$ cat config.mk
export PLATFORM = sky130hd
export DESIGN_NAME = player_motion_ctrl_flat
export DESIGN_NICKNAME = d
export VERILOG_FILES = /design/src/rtl/player_motion_if.sv /design/src/rtl/player_motion_ctrl.sv /design/src/flat_wrapper.sv
export SDC_FILE = /design/constraint.sdc
export NUM_CORES = 1
export LEC_CHECK = 0
export ABC_AREA = 1
export CAP_MARGIN = 5
export CORE_ASPECT_RATIO = 1.5
export CORE_MARGIN = 2
export CORE_UTILIZATION = 60
export DETAILED_ROUTE_END_ITERATION = 8
export HOLD_SLACK_MARGIN = 0.08
export PLACE_DENSITY = 0.82
export SLEW_MARGIN = 15
export SYNTH_ARGS = -nofsm -noshare
export SYNTH_HDL_FRONTEND = slang
export SYNTH_SLANG_ARGS = --single-unit
$ cat constraint.sdc
create_clock -name clk -period 3.3 [get_ports clk]
set_input_delay 0.66 -clock clk [delete_from_list [all_inputs] [get_ports clk]]
set_output_delay 0.66 -clock clk [all_outputs]
set_load 0.01 [all_outputs]
$ cat src/rtl/player_motion_if.sv
// player_motion_if: step strobe, keys and collision flags in; action, facing and position out
interface player_motion_if #(parameter int POS_W = 10);
  logic             step_en_i;
  logic [3:0]       keys_i;
  logic [3:0]       collide_i;
  logic [1:0]       action_o;
  logic             direction_o;
  logic [POS_W-1:0] pos_x_o;
  logic [POS_W-1:0] pos_y_o;
  logic [2:0]       jumps_used_o;
  modport master (output step_en_i, keys_i, collide_i,
                  input  action_o, direction_o, pos_x_o, pos_y_o, jumps_used_o);
  modport slave  (input  step_en_i, keys_i, collide_i,
                  output action_o, direction_o, pos_x_o, pos_y_o, jumps_used_o);
endinterface

$ cat src/rtl/player_motion_ctrl.sv
// player_motion_ctrl: turns debounced keys and per-side collision flags into action, facing and pixel position
module player_motion_ctrl #(
  parameter int POS_W       = 10,
  parameter int PER_W       = 8,
  parameter int INIT_X      = 200,
  parameter int INIT_Y      = 556,
  parameter int X_MAX       = 799,
  parameter int X_PERIOD    = 200,
  parameter int JUMP_PERIOD = 42,
  parameter int APEX_PERIOD = 128,
  parameter int FALL_PERIOD = 128,
  parameter int TERM_PERIOD = 42,
  parameter int MAX_JUMPS   = 2,
  parameter int VAR_JUMP    = 1
) (
  input logic            clk,
  input logic            rst,
  player_motion_if.slave bus
);
  typedef enum logic [1:0] {IDLE, RUN, JUMP, FALL} act_e;
  localparam logic [PER_W-1:0] PER_ONE = PER_W'(1);
  localparam logic [PER_W-1:0] PER_MAX = '1;
  localparam logic [PER_W-1:0] JUMP_P  = PER_W'(JUMP_PERIOD);
  localparam logic [PER_W-1:0] APEX_P  = PER_W'(APEX_PERIOD);
  localparam logic [PER_W-1:0] FALL_P  = PER_W'(FALL_PERIOD);
  localparam logic [PER_W-1:0] TERM_P  = PER_W'(TERM_PERIOD);
  localparam logic [PER_W-1:0] X_P_M1  = PER_W'(X_PERIOD - 1);
  localparam logic [POS_W-1:0] POS_ONE = POS_W'(1);
  localparam logic [POS_W-1:0] POS_MAX = '1;
  localparam logic [POS_W-1:0] X_LIM   = POS_W'(X_MAX);
  act_e             act_q, act_d;
  logic             dir_q, dir_d, jump_prev_q;
  logic [POS_W-1:0] x_q, x_d, y_q, y_d;
  logic [2:0]       ju_q, ju_d;
  logic [PER_W-1:0] rise_q, rise_d, fall_q, fall_d, vcnt_q, vcnt_d, hcnt_q, hcnt_d;
  logic jump, drop, left, right, c_up, c_down, c_left, c_right;
  logic jump_edge, lr, grounded, cut, air_jump, launch, rev, hrun, hmove;
  assign {jump, drop, left, right}       = bus.keys_i;
  assign {c_up, c_down, c_left, c_right} = bus.collide_i;
  assign jump_edge = jump & ~jump_prev_q;
  assign lr        = left ^ right;
  assign grounded  = c_down & (act_q != JUMP);
  assign cut       = (act_q == JUMP) & (c_up | drop | ((VAR_JUMP != 0) & ~jump) | (rise_q >= APEX_P));
  assign air_jump  = ((act_q == JUMP) | (act_q == FALL)) & jump_edge & (ju_q < 3'(MAX_JUMPS));
  assign launch    = grounded ? jump_edge : ~cut & air_jump;
  // a reversal restarts the horizontal count instead of spending it in the new direction
  assign dir_d = lr ? right : dir_q;
  assign rev   = lr & (right != dir_q);
  assign hrun  = lr & ~(left ? c_left : c_right) & ~rev;
  assign hmove = hrun & (hcnt_q == X_P_M1);
  assign hcnt_d = (hrun & ~hmove) ? hcnt_q + PER_ONE : '0;
  assign x_d = ~hmove ? x_q :
               dir_d  ? ((x_q >= X_LIM) ? X_LIM : x_q + POS_ONE) :
                        ((x_q == '0) ? '0 : x_q - POS_ONE);
  always_comb begin
    act_d  = act_q;
    ju_d   = ju_q;
    rise_d = rise_q;
    fall_d = fall_q;
    y_d    = y_q;
    vcnt_d = '0;
    if (grounded) begin
      act_d = launch ? JUMP : lr ? RUN : IDLE;
      ju_d  = launch ? 3'd1 : 3'd0;
    end else if (act_q == IDLE || act_q == RUN) begin
      act_d  = FALL;
      fall_d = FALL_P;
      ju_d   = 3'd1;
    end else if (cut) begin
      act_d  = FALL;
      fall_d = FALL_P;
    end else if (launch) begin
      act_d = JUMP;
      ju_d  = ju_q + 3'd1;
    end else if (act_q == JUMP) begin
      vcnt_d = (vcnt_q + PER_ONE == rise_q) ? '0 : vcnt_q + PER_ONE;
      y_d    = (vcnt_q + PER_ONE == rise_q) ? ((y_q == '0) ? '0 : y_q - POS_ONE) : y_q;
      rise_d = (vcnt_q + PER_ONE == rise_q) ? ((rise_q == PER_MAX) ? PER_MAX : rise_q + PER_ONE) : rise_q;
    end else begin
      vcnt_d = (vcnt_q + PER_ONE == fall_q) ? '0 : vcnt_q + PER_ONE;
      y_d    = (vcnt_q + PER_ONE == fall_q) ? ((y_q == POS_MAX) ? POS_MAX : y_q + POS_ONE) : y_q;
      fall_d = (vcnt_q + PER_ONE == fall_q) ? ((fall_q > TERM_P) ? fall_q - PER_ONE : TERM_P) : fall_q;
    end
    if (launch) begin
      rise_d = JUMP_P;
      y_d    = (y_q == '0) ? '0 : y_q - POS_ONE;
    end
  end
  always_ff @(posedge clk) begin
    if (rst) begin
      act_q       <= IDLE;
      dir_q       <= 1'b1;
      x_q         <= POS_W'(INIT_X);
      y_q         <= POS_W'(INIT_Y);
      ju_q        <= '0;
      rise_q      <= '0;
      fall_q      <= '0;
      vcnt_q      <= '0;
      hcnt_q      <= '0;
      jump_prev_q <= 1'b0;
    end else if (bus.step_en_i) begin
      act_q       <= act_d;
      dir_q       <= dir_d;
      x_q         <= x_d;
      y_q         <= y_d;
      ju_q        <= ju_d;
      rise_q      <= rise_d;
      fall_q      <= fall_d;
      vcnt_q      <= vcnt_d;
      hcnt_q      <= hcnt_d;
      jump_prev_q <= jump;
    end
  end
  assign bus.action_o     = act_q;
  assign bus.direction_o  = dir_q;
  assign bus.pos_x_o      = x_q;
  assign bus.pos_y_o      = y_q;
  assign bus.jumps_used_o = ju_q;
endmodule

$ cat src/flat_wrapper.sv
// flat-port wrapper written by rule: the top's interface ports become plain ports
module player_motion_ctrl_flat 
#(
  parameter int POS_W       = 10,
  parameter int PER_W       = 8,
  parameter int INIT_X      = 200,
  parameter int INIT_Y      = 556,
  parameter int X_MAX       = 799,
  parameter int X_PERIOD    = 200,
  parameter int JUMP_PERIOD = 42,
  parameter int APEX_PERIOD = 128,
  parameter int FALL_PERIOD = 128,
  parameter int TERM_PERIOD = 42,
  parameter int MAX_JUMPS   = 2,
  parameter int VAR_JUMP    = 1
)
  (clk, rst, bus_step_en_i, bus_keys_i, bus_collide_i, bus_action_o, bus_direction_o, bus_pos_x_o, bus_pos_y_o, bus_jumps_used_o);
  player_motion_if #(.POS_W(POS_W)) bus_i ();
  input logic clk;
  input logic rst;
  input wire logic [$bits(bus_i.step_en_i)-1:0] bus_step_en_i;
  input wire logic [$bits(bus_i.keys_i)-1:0] bus_keys_i;
  input wire logic [$bits(bus_i.collide_i)-1:0] bus_collide_i;
  output wire logic [$bits(bus_i.action_o)-1:0] bus_action_o;
  output wire logic [$bits(bus_i.direction_o)-1:0] bus_direction_o;
  output wire logic [$bits(bus_i.pos_x_o)-1:0] bus_pos_x_o;
  output wire logic [$bits(bus_i.pos_y_o)-1:0] bus_pos_y_o;
  output wire logic [$bits(bus_i.jumps_used_o)-1:0] bus_jumps_used_o;
  assign bus_i.step_en_i = bus_step_en_i;
  assign bus_i.keys_i = bus_keys_i;
  assign bus_i.collide_i = bus_collide_i;
  assign bus_action_o = bus_i.action_o;
  assign bus_direction_o = bus_i.direction_o;
  assign bus_pos_x_o = bus_i.pos_x_o;
  assign bus_pos_y_o = bus_i.pos_y_o;
  assign bus_jumps_used_o = bus_i.jumps_used_o;
  player_motion_ctrl #(.POS_W(POS_W), .PER_W(PER_W), .INIT_X(INIT_X), .INIT_Y(INIT_Y), .X_MAX(X_MAX), .X_PERIOD(X_PERIOD), .JUMP_PERIOD(JUMP_PERIOD), .APEX_PERIOD(APEX_PERIOD), .FALL_PERIOD(FALL_PERIOD), .TERM_PERIOD(TERM_PERIOD), .MAX_JUMPS(MAX_JUMPS), .VAR_JUMP(VAR_JUMP)) u_core (.clk(clk), .rst(rst), .bus(bus_i));
endmodule
==> impl_metrics.tcl <==
set metrics [dict create \
    worstSkewPairLatency_ns 0.35 \
    reg2reg_slack_ns 0.94 \
    setup_violations 0 \
    die_height_um 107.7 \
    synth_cell_types 39 \
    hp-class "reg2reg" \
    synth_area_leaders "dfxtp_1 27%, nand2_1 13%, nand3_1 10%" \
    multi_input_area_mm2 0.002688 \
    gp_congestion 0.9130 \
    ant_nets 0 \
    fin_skew_ns 0.005681 \
    synth_top_flop_cell "dfxtp_1" \
    synth_area_per_cell_um2 6.222 \
    h-tree-depth 3 \
    layout.area.seq_mm2 0.001181 \
    dieArea_mm2 0.007883 \
    rows 37 \
    syn_to_final_growth_pct 14.33 \
    slew_headroom_pct 52.29 \
    worst_path_max_delay_cell "o21a_1" \
    yosysSeqAreaShare_pct 27.43 \
    crit_chain "clkdlybuf4s50_1, inv_1, nor2_1, nand4_1, nand2_1, o21a_1, nand2_1, nand2_1, nand3_1" \
    cap_violations 0 \
    min_period_ns 2.530 \
    power.leakage_nw 2.139 \
    r2r_start "u_core.bus.action_o[1]" \
    fill_cells 597 \
    synth_area_mm2 0.004305 \
    wl_per_cell_um 13.77 \
    synthArstFlopShare_pct 0 \
    first_iter_violations 180 \
    worst-path-max-fanout 17 \
    path_clk_slew_ns 0.07 \
    hpwl_um 8340 \
    p_per_area_mw_per_mm2 379.5 \
    ff2ff_path_depth 11 \
    irDropWorstVdd_v 0.0003002 \
    rsz0062_at_grt "no" \
    total_power_mw 1.868 \
    synth_top_area_share_pct 27.43 \
    coreArea_mm2 0.006898 \
    cts_setup_buffers 0 \
    wl_um 11130 \
    vias 4606 \
    grt.total_usage_pct 29.50 \
    hold_path_end "u_core.rise_q[3]" \
    hold_viol 0 \
    die_w_um 73.17 \
    yosys.area.top_type "dfxtp_1" \
    cts-root-buf "clkbuf_8" \
    ios 37 \
    place_area_mm2 0.004695 \
    worst_r2r_endpoint "u_core.bus.pos_y_o[9]" \
    synth_cells 692 \
    grt_overflow_total 0 \
    critPathLaunchType "primary input" \
    cp_data_arrival_time_ns 2.77 \
    tightest_slew_ns 0.7103 \
    antenna_found_initial 0 \
    io_buffers 36 \
    syn-num-nets 714 \
    grt_max_degree 26 \
    cpPeakStageDelay_ns 0.52 \
    crit_top_cell "nand2_1" \
    fmax_mhz 395.3 \
    clk_path_buf_depth 2 \
    yosysWarnings 0 \
    hp-start "u_core.rise_q[3]" \
    fin_area_mm2 0.004922 \
    ctsHoldBuffers 0 \
    path_class "in2reg" \
    grt_pass1_vias 4520 \
    critPathRequiredTime_ns 3.54 \
    drc 0 \
    grt_pass1_wl_um 18620 \
    viasPerCell 5.700 \
    outcome "finished clean" \
    synth-seq-cells 59 \
    n_antenna_cell 0 \
    nNetsFinal 747 \
    cts.sinks 59 \
    hold_depth 2 \
    endpoint_kind "flip-flop" \
    drive_gt1_share_pct 6.712 \
    cts_resized 0 \
    tns_ns 0 \
    slew_viol_final 0 \
    finalCritPeriodShare_pct 76.66 \
    place_ws_ns 0.4079 \
    cts_made_buffers 9 \
    setup_ws_ns 0.7704 \
    drt_first_pass_iters 5 \
    cts_tree "yes" \
    synth_edf_count 0 \
    start_util_pct 62.42 \
]
cells by family (layout without fill, tap and decap cells):
| kind of cell | Yosys count | count (layout) | share of synthesized area [%] |
|---|---|---|---|
| buffers and inverters | 107 | 145 | 10.14 |
| flip-flops | 59 | 59 | 27.43 |
| XOR/XNOR | 28 | 28 | 5.696 |
| adder cells (fa/ha/maj) | 11 | 11 | 3.197 |
| AND/OR/NAND/NOR | 367 | 367 | 38.71 |
| AO/OA/AOI/OAI | 120 | 120 | 14.82 |
metrics by stage:
step / cells / hold slack, ns / util [%]
after floorplan: 692 / 0.4521 / -
after global placement: 792 / 0.4754 / 68.06
after detailed placement: 792 / 0.4845 / 68.06
after CTS: 808 / 0.4941 / 71.36
after global routing: 808 / 0.5075 / 71.36
final: 808 / 0.4971 / 71.36
worst max-delay path: cells and delay by family:
family / cells / cell delay [ns]
AND/OR/NAND/NOR: 6 / 1.02
AO/OA/AOI/OAI: 1 / 0.52
buffers and inverters: 2 / 0.56
flip-flops by register name (all words and copies together) (netlist names), 2 cells and up:
name                     count
u_core.fall_q                8
u_core.bus.jumps_used_o      3
u_core.bus.pos_x_o          10
u_core.bus.action_o          2
u_core.vcnt_q                8
u_core.hcnt_q                8
u_core.rise_q                8
u_core.bus.pos_y_o          10
layout by cell type, fill, tap and decap left out, drive strengths merged:
cell type | synthesis | final
ha | 11 | 11
nor2 | 81 | 81
o211ai | 2 | 2
clkdlybuf4s50 | 0 | 36
o221ai | 1 | 1
bufinv | 0 | 2
nor3 | 23 | 23
nand3b | 2 | 2
a21oi | 57 | 57
xnor2 | 5 | 5
inv | 88 | 88
o21a | 1 | 1
o21bai | 1 | 1
or3 | 1 | 1
a211oi | 2 | 2
o21ai | 47 | 47
o32ai | 1 | 1
nand2 | 158 | 158
xor2 | 23 | 23
o22ai | 2 | 2
buf | 10 | 5
a31oi | 5 | 5
nand3 | 93 | 93
nor3b | 2 | 2
clkinv | 0 | 1
a21boi | 1 | 1
nand4 | 6 | 6
dfxtp | 59 | 59
and3 | 1 | 1
clkbuf | 9 | 12
clkinvlp | 0 | 1
cell type report:
type	count	area share (%)
clock buffers	12	3.152
clock inverters	4	1.474
inverters	88	6.711
multi-input cells	526	54.60
flip-flops and latches	59	24.00
well taps	78	1.983
repair buffers	41	8.083
cells in the mapped netlist (5+ instances only):
cell	number
a21oi_1	57
nor3_1	21
inv_1	82
o21ai_0	41
inv_2	6
dfxtp_1	59
nor2_2	5
nand2_2	5
xnor2_1	5
o21ai_1	5
xor2_1	23
a31oi_1	5
nand4_1	6
clkbuf_1	9
nand3_1	90
nor2_1	72
ha_1	11
nand2_1	150
worst max-delay path by stage:
stage | startpoint | endpoint | cells past startpoint
after floorplan | u_core.vcnt_q[0] | u_core.rise_q[6] | 15
after global placement | bus_keys_i[3] | u_core.bus.pos_y_o[2] | 9
after detailed placement | bus_keys_i[3] | u_core.bus.pos_y_o[9] | 9
after CTS | bus_keys_i[3] | u_core.bus.pos_y_o[2] | 9
after global routing | bus_keys_i[3] | u_core.bus.pos_y_o[9] | 9
final | bus_keys_i[3] | u_core.bus.pos_y_o[9] | 9
metal layers:
metal	global-route usage [%]	vias to the layer above	part of all wire, %
met3	5.618	52	3.0
met4	19.84	0	5.2
met2	54.25	108	53
li1	-	2337	-
met5	0	-	0
met1	28.54	2109	39
power breakdown:
group          internal [mW]  switching (mW)  total, mW  leakage [nW]
Sequential             0.736          0.0323      0.768         0.479
Combinational          0.122           0.213      0.335          1.55
Clock                  0.465           0.299      0.765         0.113
Total                   1.32           0.545       1.87          2.14
(Power assumes the default switching activity.)
